<file path="src/rtl/front_pipe_pkg.sv">
// Shared definitions for the fetch-side pipeline register bank.
package front_pipe_pkg;

  // addi x0, x0, 0: the instruction a squashed Decode slot presents.
  localparam logic [31:0] NOP_INSTR = 32'h0000_0013;

  // Execute-stage control bundle, carried through ID/EX as one field.
  typedef struct packed {
    logic       RegWrite;
    logic [1:0] ResultSrc;
    logic       MemWrite;
    logic       Jump;
    logic       Branch;
    logic [2:0] ALUControl;
    logic       ALUSrc;
  } ctrl_e_t;

  // Bubble controls: nothing is written and no branch/jump is taken.
  localparam ctrl_e_t CTRL_BUBBLE = '0;

endpackage

</file>
<file path="src/rtl/pipe_reg.sv">
// Generic pipeline register: synchronous reset and clear both load
// CLR_VALUE (clear beats enable); otherwise loads d while en is high.
module pipe_reg #(
  parameter int unsigned      WIDTH     = 32,
  parameter logic [WIDTH-1:0] CLR_VALUE = '0
) (
  input  logic             clk,
  input  logic             rst,
  input  logic             en,
  input  logic             clr,
  input  logic [WIDTH-1:0] d,
  output logic [WIDTH-1:0] q
);

  // Register update: rst/clr to the clear value, else hold or load.
  always_ff @(posedge clk) begin
    if (rst || clr) begin
      q <= CLR_VALUE;
    end else if (en) begin
      q <= d;
    end
  end

endmodule

</file>
<file path="src/rtl/front_pipe_regs.sv">
// PC, IF/ID and ID/EX registers of the five-stage RV32I core.
// Optional macro PIPE_PERF_EN adds saturating StallCount/FlushCount.
module front_pipe_regs
  import front_pipe_pkg::*;
#(
  parameter int unsigned           DATA_WIDTH    = 32,
  parameter int unsigned           ADDRESS_WIDTH = 5,
  parameter logic [DATA_WIDTH-1:0] RESET_PC      = '0
) (
  input  logic                     clk,
  input  logic                     rst,
  input  logic                     StallF,
  input  logic                     StallD,
  input  logic                     FlushD,
  input  logic                     FlushE,
  input  logic                     PCSrcE,
  input  logic [DATA_WIDTH-1:0]    PCTargetE,
  input  logic [DATA_WIDTH-1:0]    InstrF,
  input  logic                     RegWriteD,
  input  logic                     MemWriteD,
  input  logic                     JumpD,
  input  logic                     BranchD,
  input  logic                     ALUSrcD,
  input  logic [1:0]               ResultSrcD,
  input  logic [2:0]               ALUControlD,
  input  logic [DATA_WIDTH-1:0]    RD1D,
  input  logic [DATA_WIDTH-1:0]    RD2D,
  input  logic [DATA_WIDTH-1:0]    ImmExtD,
  input  logic [ADDRESS_WIDTH-1:0] Rs1D,
  input  logic [ADDRESS_WIDTH-1:0] Rs2D,
  input  logic [ADDRESS_WIDTH-1:0] RdD,
  output logic [DATA_WIDTH-1:0]    PCF,
  output logic [DATA_WIDTH-1:0]    PCPlus4F,
  output logic [DATA_WIDTH-1:0]    InstrD,
  output logic [DATA_WIDTH-1:0]    PCD,
  output logic [DATA_WIDTH-1:0]    PCPlus4D,
  output logic                     ValidD,
  output logic                     ValidE,
  output logic                     RegWriteE,
  output logic                     MemWriteE,
  output logic                     JumpE,
  output logic                     BranchE,
  output logic                     ALUSrcE,
  output logic [1:0]               ResultSrcE,
  output logic [2:0]               ALUControlE,
  output logic [DATA_WIDTH-1:0]    RD1E,
  output logic [DATA_WIDTH-1:0]    RD2E,
  output logic [DATA_WIDTH-1:0]    ImmExtE,
  output logic [DATA_WIDTH-1:0]    PCE,
  output logic [DATA_WIDTH-1:0]    PCPlus4E,
  output logic [ADDRESS_WIDTH-1:0] Rs1E,
  output logic [ADDRESS_WIDTH-1:0] Rs2E,
  output logic [ADDRESS_WIDTH-1:0] RdE
`ifdef PIPE_PERF_EN
  ,
  output logic [31:0]              StallCount,
  output logic [31:0]              FlushCount
`endif
);

  // ---------------------------------------------------------------
  // PC register
  // ---------------------------------------------------------------
  logic [DATA_WIDTH-1:0] pc_next;
  logic                  pc_en;

  // Next PC: a redirect wins over a fetch stall.
  always_comb begin
    pc_next = PCSrcE ? PCTargetE : PCPlus4F;
    pc_en   = PCSrcE | ~StallF;
  end

  pipe_reg #(
    .WIDTH     (DATA_WIDTH),
    .CLR_VALUE (RESET_PC)
  ) u_pc (
    .clk (clk),
    .rst (rst),
    .en  (pc_en),
    .clr (1'b0),
    .d   (pc_next),
    .q   (PCF)
  );

  // Sequential fetch address, wrapping modulo 2^DATA_WIDTH.
  always_comb begin
    PCPlus4F = PCF + DATA_WIDTH'(4);
  end

  // ---------------------------------------------------------------
  // IF/ID register: {InstrD, PCD, PCPlus4D, ValidD}
  // ---------------------------------------------------------------
  localparam int unsigned           IFID_W      = 3 * DATA_WIDTH + 1;
  localparam logic [DATA_WIDTH-1:0] NOP_D       = DATA_WIDTH'(NOP_INSTR);
  localparam logic [IFID_W-1:0]     IFID_BUBBLE = {NOP_D, {(2 * DATA_WIDTH){1'b0}}, 1'b0};

  logic [IFID_W-1:0] ifid_d;
  logic [IFID_W-1:0] ifid_q;

  // Fetch-stage bundle entering Decode; always a real instruction.
  always_comb begin
    ifid_d = {InstrF, PCF, PCPlus4F, 1'b1};
  end

  pipe_reg #(
    .WIDTH     (IFID_W),
    .CLR_VALUE (IFID_BUBBLE)
  ) u_ifid (
    .clk (clk),
    .rst (rst),
    .en  (~StallD),
    .clr (FlushD),
    .d   (ifid_d),
    .q   (ifid_q)
  );

  // Unpack the Decode-stage fields.
  always_comb begin
    {InstrD, PCD, PCPlus4D, ValidD} = ifid_q;
  end

  // ---------------------------------------------------------------
  // ID/EX register: controls, operands, PCs, indices, valid
  // ---------------------------------------------------------------
  localparam int unsigned CTRL_W = $bits(ctrl_e_t);
  localparam int unsigned IDEX_W = CTRL_W + 5 * DATA_WIDTH + 3 * ADDRESS_WIDTH + 1;
  localparam logic [IDEX_W-1:0] IDEX_BUBBLE = {CTRL_BUBBLE, {(IDEX_W - CTRL_W){1'b0}}};

  ctrl_e_t           ctrl_d;
  ctrl_e_t           ctrl_e;
  logic [IDEX_W-1:0] idex_d;
  logic [IDEX_W-1:0] idex_q;

  // Decode-stage bundle entering Execute; validity follows Decode.
  always_comb begin
    ctrl_d.RegWrite   = RegWriteD;
    ctrl_d.ResultSrc  = ResultSrcD;
    ctrl_d.MemWrite   = MemWriteD;
    ctrl_d.Jump       = JumpD;
    ctrl_d.Branch     = BranchD;
    ctrl_d.ALUControl = ALUControlD;
    ctrl_d.ALUSrc     = ALUSrcD;
    idex_d = {ctrl_d, RD1D, RD2D, ImmExtD, PCD, PCPlus4D, Rs1D, Rs2D, RdD, ValidD};
  end

  // No stall input: Execute either loads or takes a bubble every cycle.
  pipe_reg #(
    .WIDTH     (IDEX_W),
    .CLR_VALUE (IDEX_BUBBLE)
  ) u_idex (
    .clk (clk),
    .rst (rst),
    .en  (1'b1),
    .clr (FlushE),
    .d   (idex_d),
    .q   (idex_q)
  );

  // Unpack the Execute-stage fields; bubble indices are zero so they
  // never match a forwarding or load-use compare.
  always_comb begin
    {ctrl_e, RD1E, RD2E, ImmExtE, PCE, PCPlus4E, Rs1E, Rs2E, RdE, ValidE} = idex_q;
    RegWriteE   = ctrl_e.RegWrite;
    ResultSrcE  = ctrl_e.ResultSrc;
    MemWriteE   = ctrl_e.MemWrite;
    JumpE       = ctrl_e.Jump;
    BranchE     = ctrl_e.Branch;
    ALUControlE = ctrl_e.ALUControl;
    ALUSrcE     = ctrl_e.ALUSrc;
  end

`ifdef PIPE_PERF_EN
  // ---------------------------------------------------------------
  // Performance counters
  // ---------------------------------------------------------------

  // Decode stalls and taken-redirect flushes, saturating at all-ones.
  always_ff @(posedge clk) begin
    if (rst) begin
      StallCount <= '0;
      FlushCount <= '0;
    end else begin
      if (StallD && (StallCount != '1)) begin
        StallCount <= StallCount + 32'd1;
      end
      if (FlushE && PCSrcE && (FlushCount != '1)) begin
        FlushCount <= FlushCount + 32'd1;
      end
    end
  end
`endif

endmodule

</file>
<file path="config.mk">
export PLATFORM = sky130hd
export DESIGN_NAME = front_pipe_regs
export DESIGN_NICKNAME = d
export VERILOG_FILES = /design/src/rtl/front_pipe_pkg.sv /design/src/rtl/pipe_reg.sv /design/src/rtl/front_pipe_regs.sv
export SDC_FILE = /design/constraint.sdc
export NUM_CORES = 1
export LEC_CHECK = 0
export ABC_AREA = 1
export CAP_MARGIN = 20
export CORE_AREA = 8 8 203 205
export CTS_CLUSTER_DIAMETER = 200
export DETAILED_ROUTE_END_ITERATION = 10
export DIE_AREA = 0 0 211 213
export MAX_ROUTING_LAYER = met4
export PLACE_DENSITY_LB_ADDON = 0.25
export SETUP_SLACK_MARGIN = 0.02
export SLEW_MARGIN = 15
export SYNTH_ARGS = -nofsm -noshare
export SYNTH_HDL_FRONTEND = slang
export SYNTH_SLANG_ARGS = --single-unit
</file>
<file path="constraint.sdc">
create_clock -name clk -period 2.4 [get_ports clk]
set_input_delay 0.48 -clock clk [delete_from_list [all_inputs] [get_ports clk]]
set_output_delay 0.48 -clock clk [all_outputs]
set_load 0.02 [all_outputs]
</file>
==> impl_results.md <==
- Final Max Slew Viols: 0
- Die height: 213 um
- Worst min path class: in -> reg
- Final period demand of the worst path: 2460 ps
- # setup viols final: 13
- Crit Reg-Reg Endpoint: u_ifid.q[23]
- Post-route cell area: 0.0190 mm^2
- Pre-CTS setup slack: -58.8 ps
- Rel. slew slack: 0.337
- Top_reg_cell synth: dfxtp_1
- Hold endpoint: u_ifid.q[48]
- Area grow syn2layout: 78.6%
- CTS Buf Count: 36
- Initial DRT Pass Iterations: 5
- Final hold violations: 0
- Slowest stage cell, crit path: dfxtp_2
- CP Max Fanout: 4
- Drt drc: 0
- RR Startpoint: u_pc.q[3]
- Outcome: complete, but fails checks
- Crit start category: register
- Synth unique cells: 27
- Vias per inst: 4.17
- Post-Synthesis Cell Area: 0.0106 mm^2
- Clk slew on worst S/H paths: 60 ps
- Root buf cell: clkbuf_16
- Grt total ovfl: 0
- I/O Buffers: 538
- R2r setup slk: 520 ps
- Net Count, Synth: 1515
- Die W: 211 um
- Post-synth EDFFs: 0
- Path depth of the worst reg2reg path: 13
- Fin crit share: 1.02
- Full die area: 0.0449 mm^2
- CTS Sinks: 311
- Most frequent cell after synthesis: dfxtp_1
- Max VDD drop: 0.507 mV
- Post-synth top area cell: dfxtp_1
- DPL Wire Length: 33700 um
- Register area share after synthesis: 0.585
- WP data required: 1920 ps
- Worst Hold Launch: StallD
- Slowest stage delay, CP: 360 ps
- Synth top area share: 0.585
- Routed wire per std cell: 17.6 um
- DR iter-0 viols: 447
- Synth area leaders: dfxtp_1 (59%), inv_1 (9.1%), nor2_1 (7.7%)
- Pwr Density: 665 mW/mm^2
- Failing checks: negative setup slack
- Commonest cells in the netlist: dfxtp_1 (311), inv_1 (259), nor2_1 (218)
- Syn Area/Cell: 8.05 um^2
- # rows: 72
- Critical path class: reg -> out
- GRT Total Usage: 0.188
- Core ar.: 0.0381 mm^2
- # nets final: 2136
- Final Util: 0.499
- Crit-path cells: ha_4 -> nand2_4 -> nor2_4 -> nand2_4 -> nor2_4 -> buf_6 -> xor2_2 -> buf_6
- Async set or reset register ratio after synthesis: 0
- Post-Syn Instances: 1322
- Initial antenna violation count: 5
- Ports: 539
- P_leak: 0.00818 uW
- Number of global-route vias before repair: 10241
- Initial Utilization: 0.279
- Worst hold slack: 356 ps
- Worst setup EP type: primary output
- First-pass GRT wire length: 62900 um
- Ratio of cells with drive above 1 in the final layout: 0.157
- Post-placement cell area: 0.0171 mm^2
- Hold depth: 3
- Setup ws final: -55.7 ps
- ANT nets after route: 0
- DRT Wirelength: 43900 um
- Fmax: 407 MHz
- Via count: 10387
- RSZ-0062 raised after global routing: true
- Clock Skew: 20.3 ps
- Least-Margin Pin Slew: 994 ps
- Largest net degree at the start of global routing: 102
- Cts hold-fix bufs: 0
- Synth Register Bits: 311
- Clk buf depth: 3
- GPL Wtd Cong: 0.845
- Crit path buffers/inverters: 2
- Max cap viols: 0
- Synth warnings: 0
- CTS tree: built
- H-Tree Depth: 2
- Worst skew pair latency: 540 ps
- CP top delay family: simple AND/OR/NAND/NOR gates
- Worst Path Arrival: 1980 ps
## flip-flops by register name, summed over array words and instances (netlist names)
name      flops
u_idex.q    184
u_ifid.q     95
u_pc.q       32
## timing repair
action,4_1_cts,5_1_grt
resized for setup,204,73
setup buffers,18,10
pin swaps,27,34
gates cloned,0,0
setup endpoints to repair,28,27
## power breakdown
group	leakage (uW)	switching (uW)	internal [uW]
Clock	0.000584	2150	3280
Sequential	0.00255	86.6	5350
Combinational	0.00505	896	875
Total	0.00818	3130	9510
## logic make-up after synthesis
family | synth area share
buffers and inverters | 0.119
adder cells (fa/ha/maj) | 0.00118
flip-flops | 0.585
AND/OR/NAND/NOR | 0.177
AO/OA/AOI/OAI | 0.101
XOR/XNOR | 0.0165
## cell type report
cell class | instances | area (um^2)
inverter | 260 | 978
fill | 3661 | 19100
clock inverter | 12 | 120
sequential | 311 | 6250
tap | 518 | 648
clock buffer | 50 | 1050
multi-input combinational | 683 | 3550
antenna | 5 | 12.5
timing repair buffer | 651 | 6390
## stage by stage
| stage | std cells | setup TNS, ps | total power [uW] |
|---|---|---|---|
| 2_1_floorplan | 1322 | 0 | 6220 |
| 3_3_place_gp | 2397 | -35.6 | 7250 |
| 3_5_place_dp | 2397 | -117 | 7260 |
| 4_1_cts | 2476 | -1780 | 12800 |
| 5_1_grt | 2490 | -2200 | 13100 |
| 6_report | 2490 | -459 | 12600 |
## metal layers
| layer | GRT usage | up-vias | share of wire |
|---|---|---|---|
| li1 | - | 5182 | - |
| met1 | 0.206 | 4765 | 0.39 |
| met2 | 0.309 | 381 | 0.49 |
| met3 | 0.0687 | 59 | 0.095 |
| met4 | 0.0743 | 0 | 0.025 |
| met5 | - | - | 0 |
## how the worst max path moves through the flow
stage          slack, ps            to  cells after the start      start
3_3_place_gp         -40  PCPlus4F[26]                      8  u_pc.q[2]
6_report             -60  PCPlus4F[18]                      8  u_pc.q[3]
4_1_cts             -170  PCPlus4F[29]                     12  u_pc.q[3]
2_1_floorplan        380   PCPlus4F[8]                      5  u_pc.q[3]
3_5_place_dp         -60  PCPlus4F[26]                      8  u_pc.q[3]
5_1_grt             -160  PCPlus4F[25]                     11  u_pc.q[2]
## worst register-to-register path, stage by stage, from the launching register on
cell	delay [ps]
dfxtp_2	360
ha_4	160
nand2_4	50
nor2_4	130
nand2_4	100
nor2_4	200
buf_6	140
nand2_2	50
nand2_2	70
nand2_4	70
buf_4	130
buf_4	130
o21ai_0	140
inv_1	60
## cells in the final DEF, fill, tap and decap left out, types with 3 or more instances in the layout
master	n
a21oi_1	112
clkinv_2	7
and2_1	3
buf_4	87
xor2_1	3
a22o_1	7
nor2_4	16
nand2_4	17
buf_12	5
xor2_2	3
buf_6	47
nand3_2	5
nor2_2	10
xor2_4	5
clkbuf_1	5
dfxtp_1	299
clkdlybuf4s50_1	508
clkbuf_8	8
nand3_1	12
inv_1	257
xnor2_4	3
o21ai_1	7
nor2_1	208
clkbuf_16	37
nand2_2	32
nand2_1	157
a31oi_1	7
dfxtp_2	10
diode_2	5
o21ai_0	71
(Power assumes the default switching activity.)
